[src/rtl/if_fetch_queue.sv]
// Instruction-fetch stage: issues pc_i to instruction memory, tracks in-order
// responses in a DEPTH-entry queue and hands {inst, pc} pairs to decode.
module if_fetch_queue #(
  parameter int unsigned DEPTH = 4,
  parameter logic [31:0] NOP   = 32'h0000_0013
) (
  input  logic        clk_i,
  input  logic        start_i_n,
  input  logic [31:0] pc_i,
  input  logic        flush_i,
  output logic        fetch_stall_o,
  output logic        imem_req_o,
  output logic [31:0] imem_addr_o,
  input  logic        imem_gnt_i,
  input  logic        imem_rvalid_i,
  input  logic [31:0] imem_rdata_i,
  output logic        inst_valid_o,
  output logic [31:0] inst_o,
  output logic [31:0] inst_pc_o,
  input  logic        id_ready_i
);

  localparam int unsigned PW = (DEPTH > 1) ? $clog2(DEPTH) : 1;
  localparam int unsigned CW = $clog2(DEPTH + 1);
  localparam logic [CW:0] DEPTH_W = (CW + 1)'(DEPTH);

  logic [31:0]      pc_mem   [DEPTH];
  logic [31:0]      data_mem [DEPTH];
  logic [DEPTH-1:0] dvalid_q;
  logic [PW-1:0]    head_q, tail_q;
  logic [CW-1:0]    count_q, kill_q;

  logic [CW-1:0]    pending_cnt;
  logic             fill_found;
  logic [PW-1:0]    fill_idx;
  logic [PW-1:0]    scan_idx;
  logic [CW-1:0]    kill_d;
  logic             grant, pop, fill_live;

  // Locate the oldest unfilled entry and count unfilled entries in the live window.
  always_comb begin
    pending_cnt = '0;
    fill_found  = 1'b0;
    fill_idx    = '0;
    scan_idx    = '0;
    for (int unsigned i = 0; i < DEPTH; i++) begin
      scan_idx = head_q + PW'(i);
      if ((CW'(i) < count_q) && !dvalid_q[scan_idx]) begin
        pending_cnt = pending_cnt + CW'(1);
        if (!fill_found) begin
          fill_found = 1'b1;
          fill_idx   = scan_idx;
        end
      end
    end
  end

  always_comb begin
    imem_req_o    = start_i_n & ~flush_i &
                    (({1'b0, count_q} + {1'b0, kill_q}) < DEPTH_W);
    imem_addr_o   = pc_i;
    grant         = imem_req_o & imem_gnt_i;
    fetch_stall_o = ~grant;
    inst_valid_o  = (count_q != '0) & dvalid_q[head_q] & ~flush_i;
    inst_o        = inst_valid_o ? data_mem[head_q] : NOP;
    inst_pc_o     = pc_mem[head_q];
    pop           = inst_valid_o & id_ready_i;
    fill_live     = imem_rvalid_i & ~flush_i & (kill_q == '0) & fill_found;
  end

  // Flush turns every unfilled entry into a response still owed by memory.
  always_comb begin
    kill_d = kill_q;
    if (flush_i) begin
      kill_d = kill_q + pending_cnt - CW'((imem_rvalid_i && (kill_q == '0)) ? 1 : 0);
    end else if (imem_rvalid_i && (kill_q != '0)) begin
      kill_d = kill_q - CW'(1);
    end
  end

  always_ff @(posedge clk_i or negedge start_i_n) begin
    if (!start_i_n) begin
      head_q   <= '0;
      tail_q   <= '0;
      count_q  <= '0;
      kill_q   <= '0;
      dvalid_q <= '0;
      for (int unsigned i = 0; i < DEPTH; i++) begin
        pc_mem[i]   <= '0;
        data_mem[i] <= '0;
      end
    end else begin
      kill_q <= kill_d;
      if (flush_i) begin
        head_q  <= tail_q;
        count_q <= '0;
      end else begin
        if (grant) begin
          pc_mem[tail_q]   <= pc_i;
          dvalid_q[tail_q] <= 1'b0;
          tail_q           <= tail_q + PW'(1);
        end
        if (fill_live) begin
          data_mem[fill_idx] <= imem_rdata_i;
          dvalid_q[fill_idx] <= 1'b1;
        end
        if (pop) begin
          head_q <= head_q + PW'(1);
        end
        if (grant && !pop) begin
          count_q <= count_q + CW'(1);
        end else if (!grant && pop) begin
          count_q <= count_q - CW'(1);
        end
      end
    end
  end

endmodule

[config.mk]
export PLATFORM = sky130hd
export DESIGN_NAME = if_fetch_queue
export DESIGN_NICKNAME = d
export VERILOG_FILES = /design/src/rtl/if_fetch_queue.sv
export SDC_FILE = /design/constraint.sdc
export NUM_CORES = 1
export LEC_CHECK = 0
export BUFFER_PORTS_ARGS = -buffer_cell sky130_fd_sc_hd__buf_2
export CAP_MARGIN = 20
export CELL_PAD_IN_SITES_DETAIL_PLACEMENT = 1
export CELL_PAD_IN_SITES_GLOBAL_PLACEMENT = 2
export CORE_UTILIZATION = 38
export CTS_CLUSTER_DIAMETER = 120
export DETAILED_ROUTE_END_ITERATION = 8
export GPL_ROUTABILITY_DRIVEN = 0
export PLACE_DENSITY = 0.85
export SLEW_MARGIN = 5
export SYNTH_ARGS = -nofsm -noshare
export SYNTH_HDL_FRONTEND = slang
export SYNTH_SLANG_ARGS = --single-unit
[constraint.sdc]
create_clock -name clk_i -period 3.6 [get_ports clk_i]
set_input_delay 0.54 -clock clk_i [delete_from_list [all_inputs] [get_ports clk_i]]
set_output_delay 0.54 -clock clk_i [all_outputs]
set_load 0.02 [all_outputs]
==> run_results.csv <==
group,metric,value,unit
outcome,run_status,"complete, no violations",
clocking,cts_root_buffer,"clkbuf_16",
logic_synthesis,synth_largest_area_cell,"dfrtp_1",
global_route,grt_max_degree,83,
sta,holdWs,0.226,ns
power_and_ir_drop,p_switching,3370,uW
global_route,grt_overflow,0,
power_and_ir_drop,netSwitchingFraction,30.7,%
logic_synthesis,mappedNetlistArea,13100,sq um
clocking,ctsHtreeMaxLevel,1,
sta,finalClockSkew,0.00990,ns
detailed_routing,wl_per_cell,20.0,um
floorplan,start_util,38.9,%
critical_path,cp_max_fo,4,
power_and_ir_drop,pwr-share-comb,33.5,%
floorplan,die_y,188,um
logic_synthesis,synth_warnings,0,
critical_path,critical_path_class,"register to register",
logic_synthesis,synth_edf_count,0,
critical_path,worst-path-buf-inv,2,
clocking,clkLatencyLatePin,0.53,ns
sta,fin_ws,0.170,ns
sta,relSlewSlack,40.8,%
clocking,hold_buffers,0,
detailed_routing,ant_nets,0,
clocking,cts_tree,"done",
logic_synthesis,synth_xor_area_share,1.00,%
critical_path,endpoint_kind,"register",
logic_synthesis,synth-compound-area-share,1.37,%
logic_synthesis,ys.flop_type,"dfrtp_1",
logic_synthesis,synth_mux_area_share,35.6,%
logic_synthesis,synth_cells,843,
placement,place_ws,-0.0519,ns
detailed_routing,num_vias,7492,
placement,numPortBuffers,168,
layout,mostFrequentLayoutCells,"dfrtp_1, mux2_2, buf_2",
layout,drive_above_1_share,57.0,%
logic_synthesis,synth.area.top_cells,"dfrtp_1, mux2_2, mux4_2",
floorplan,dieArea,35300,sq um
logic_synthesis,synth_top_family_by_area,"multiplexers",
detailed_routing,firstDrtPassIters,4,
detailed_routing,avgViaCountPerCell,5.14,
sta,rsz0062_at_grt,"no",
logic_synthesis,synth_seq_cells,270,
floorplan,fp.coreArea,33800,sq um
clocking,cts_buffer_depth,3,
power_and_ir_drop,p_int,7600,uW
worst_hold_path,hold_class,"input pin to async pin",
placement,place.detailed.hpwl,18700,um
logic_synthesis,synthAdderAreaFrac,2.06,%
logic_synthesis,synth-async-reset-ratio,100,%
critical_path,path_cells,"mux4_2 > nor2_1 > inv_1 > ha_4 > xor2_2 > ha_1 > mux2i_1 > ha_1 > inv_1 > fa_2 > xnor2_2 > xnor2_1 > xnor2_1 > o21ai_1",
detailed_routing,wirelength,29200,um
critical_path,cp-start-kind,"register",
sta,finalSetupViolations,0,
global_route,antenna_found_initial,3,
global_route,grt.total_usage,17.0,%
logic_synthesis,syn_avg_cell_area,15.6,sq um
clocking,cts_buffers,29,
logic_synthesis,synth.top_cell.area_share,51.5,%
critical_path,max_stage_delay,0.52,ns
sta,period_minus_slack,3.43,ns
power_and_ir_drop,power_frac_clock,24.8,%
detailed_routing,first_iter_violations,249,
critical_path,r2r_setup_slack,0.17,ns
power_and_ir_drop,seqPwrFrac,41.7,%
critical_path,reg2regPathDepth,14,
logic_synthesis,synth_seq_area_share,51.5,%
power_and_ir_drop,peakVddDrop,0.452,mV
detailed_routing,route.detailed.drc,0,
logic_synthesis,syn-num-nets,934,
critical_path,crit_family,"adder cells",
critical_path,path_depth,14,
logic_synthesis,synthSimpleGateAreaFrac,3.54,%
critical_path,cp_data_arrival_time,3.85,ns
sta,worstMarginPinSlew,0.888,ns
global_route,grt_pass1_wl,48100,um
global_route,grt_pass1_vias,8507,
power_and_ir_drop,powerDensity,722,nW/um^2
critical_path,required,4.02,ns
power_and_ir_drop,p_leak,0.00725,uW
layout,mostFrequentLayoutCell,"dfrtp_1",
sta,slew_violations,0,
layout,syn2layout_area_growth,15.8,%
critical_path,cp_slowest_cell,"mux4_2",
logic_synthesis,synth_cell_types,45,
run,max_cap_violations,0,
clocking,cts_sinks,270,
sta,fin_crit_sh,95.3,%
floorplan,rows,67,
sta,hold_violations,0,
sta,fmax,292,MHz
floorplan,dieWidth,188,um
clocking,cts.reportedPaths.clkPinSlew,0.06,ns
floorplan,ios,169,
layout,final_nets,1080,
## worst reg2reg max path, cell delays in order, from the launching register on
cell and delay (ns):
dfrtp_4 0.45, mux4_2 0.52, nor2_1 0.15, inv_1 0.11, ha_4 0.27, xor2_2 0.18
ha_1 0.29, mux2i_1 0.07, ha_1 0.29, inv_1 0.06, fa_2 0.40, xnor2_2 0.14
xnor2_1 0.19, xnor2_1 0.14, o21ai_1 0.07
## worst paths after layout
path / endpoint / start
worst max-delay path: kill_q[2] / head_q[0]
worst min-delay path: data_mem[79] / start_i_n
min in group clk_i: data_mem[82] / imem_rdata_i[18]
worst min register to register: pc_mem[20] / pc_mem[20]
max in group asynchronous: head_q[0] / start_i_n
worst max register to register: kill_q[2] / head_q[0]
## Yosys cell counts, types with 3 or more instances
library cell,n
nand3_1,5
buf_12,3
nor3_1,4
ha_1,20
xor2_1,4
a21oi_1,4
mux4_2,68
buf_1,15
o21ai_0,6
buf_2,6
nand2_1,16
mux2_2,200
a21o_1,3
dfrtp_1,270
nor2_1,10
clkbuf_1,12
nand2b_1,6
buf_6,13
and2_1,30
mux2_4,58
xnor2_1,11
buf_4,32
inv_1,18
## layout make-up
class	instances	area [sq um]
clock buffer	48	837
timing repair buffer	196	1170
fill	3419	18600
antenna	1	2.50
multi-input combinational	473	5780
tap	448	561
sequential	270	6760
clock inverter	2	10.0
inverter	19	71.3
## power groups by stage
stage / registers (uW) / clock network, uW / logic (uW)
2_1_floorplan: 4390 / 0 / 2830
3_3_place_gp: 4540 / 0 / 3590
3_5_place_dp: 4610 / 0 / 3700
4_1_cts: 4570 / 2830 / 3720
5_1_grt: 4700 / 2930 / 4020
6_report: 4570 / 2720 / 3680
## per-layer routing
metal	part of all wire [%]	global-route usage, %	wire (um)	vias up
met5	0.10	0	30	-
met4	1.5	3.13	432	6
met3	5.3	3.84	1540	42
met2	49	28.8	14200	151
met1	45	22.5	13000	3984
li1	-	-	-	3309
## kinds of logic (layout without fill, tap and decap cells)
| family | after synthesis | after routing |
|---|---|---|
| AOI/OAI and AO/OA | 25 | 25 |
| muxes | 328 | 328 |
| DFF | 270 | 270 |
| xor gates and xnor gates | 15 | 15 |
| buffers and inverters | 100 | 265 |
| and+or+nand+nor | 84 | 84 |
| adders and majority gates | 21 | 21 |
| other | 0 | 1 |
## sequential cells by signal, indices dropped and copies added, names as in the netlist
register  flops
pc_mem      128
data_mem    128
dvalid_q      4
kill_q        3
head_q        2
tail_q        2
count_q       3
## stage by stage
| step | TNS, ns | cells | total power, uW | area [sq um] | utilization [%] |
|---|---|---|---|---|---|
| 5_1_grt | 0 | 1456 | 11600 | 15200 | 45.0 |
| 3_3_place_gp | 0 | 1404 | 8130 | 14300 | 42.2 |
| 2_1_floorplan | 0 | 843 | 7230 | 13100 | - |
| 6_report | 0 | 1457 | 11000 | 15200 | 45.0 |
| 4_1_cts | 0 | 1455 | 11100 | 15100 | 44.8 |
| 3_5_place_dp | -0.0519 | 1404 | 8310 | 14300 | 42.2 |
## what timing repair did
item                                    CTS  global route
pin swaps                                 1             1
gates resized for setup                   2             9
setup buffers                             1             0
endpoints found under the setup margin   29            29
Power figures use the tool's default switching activity.
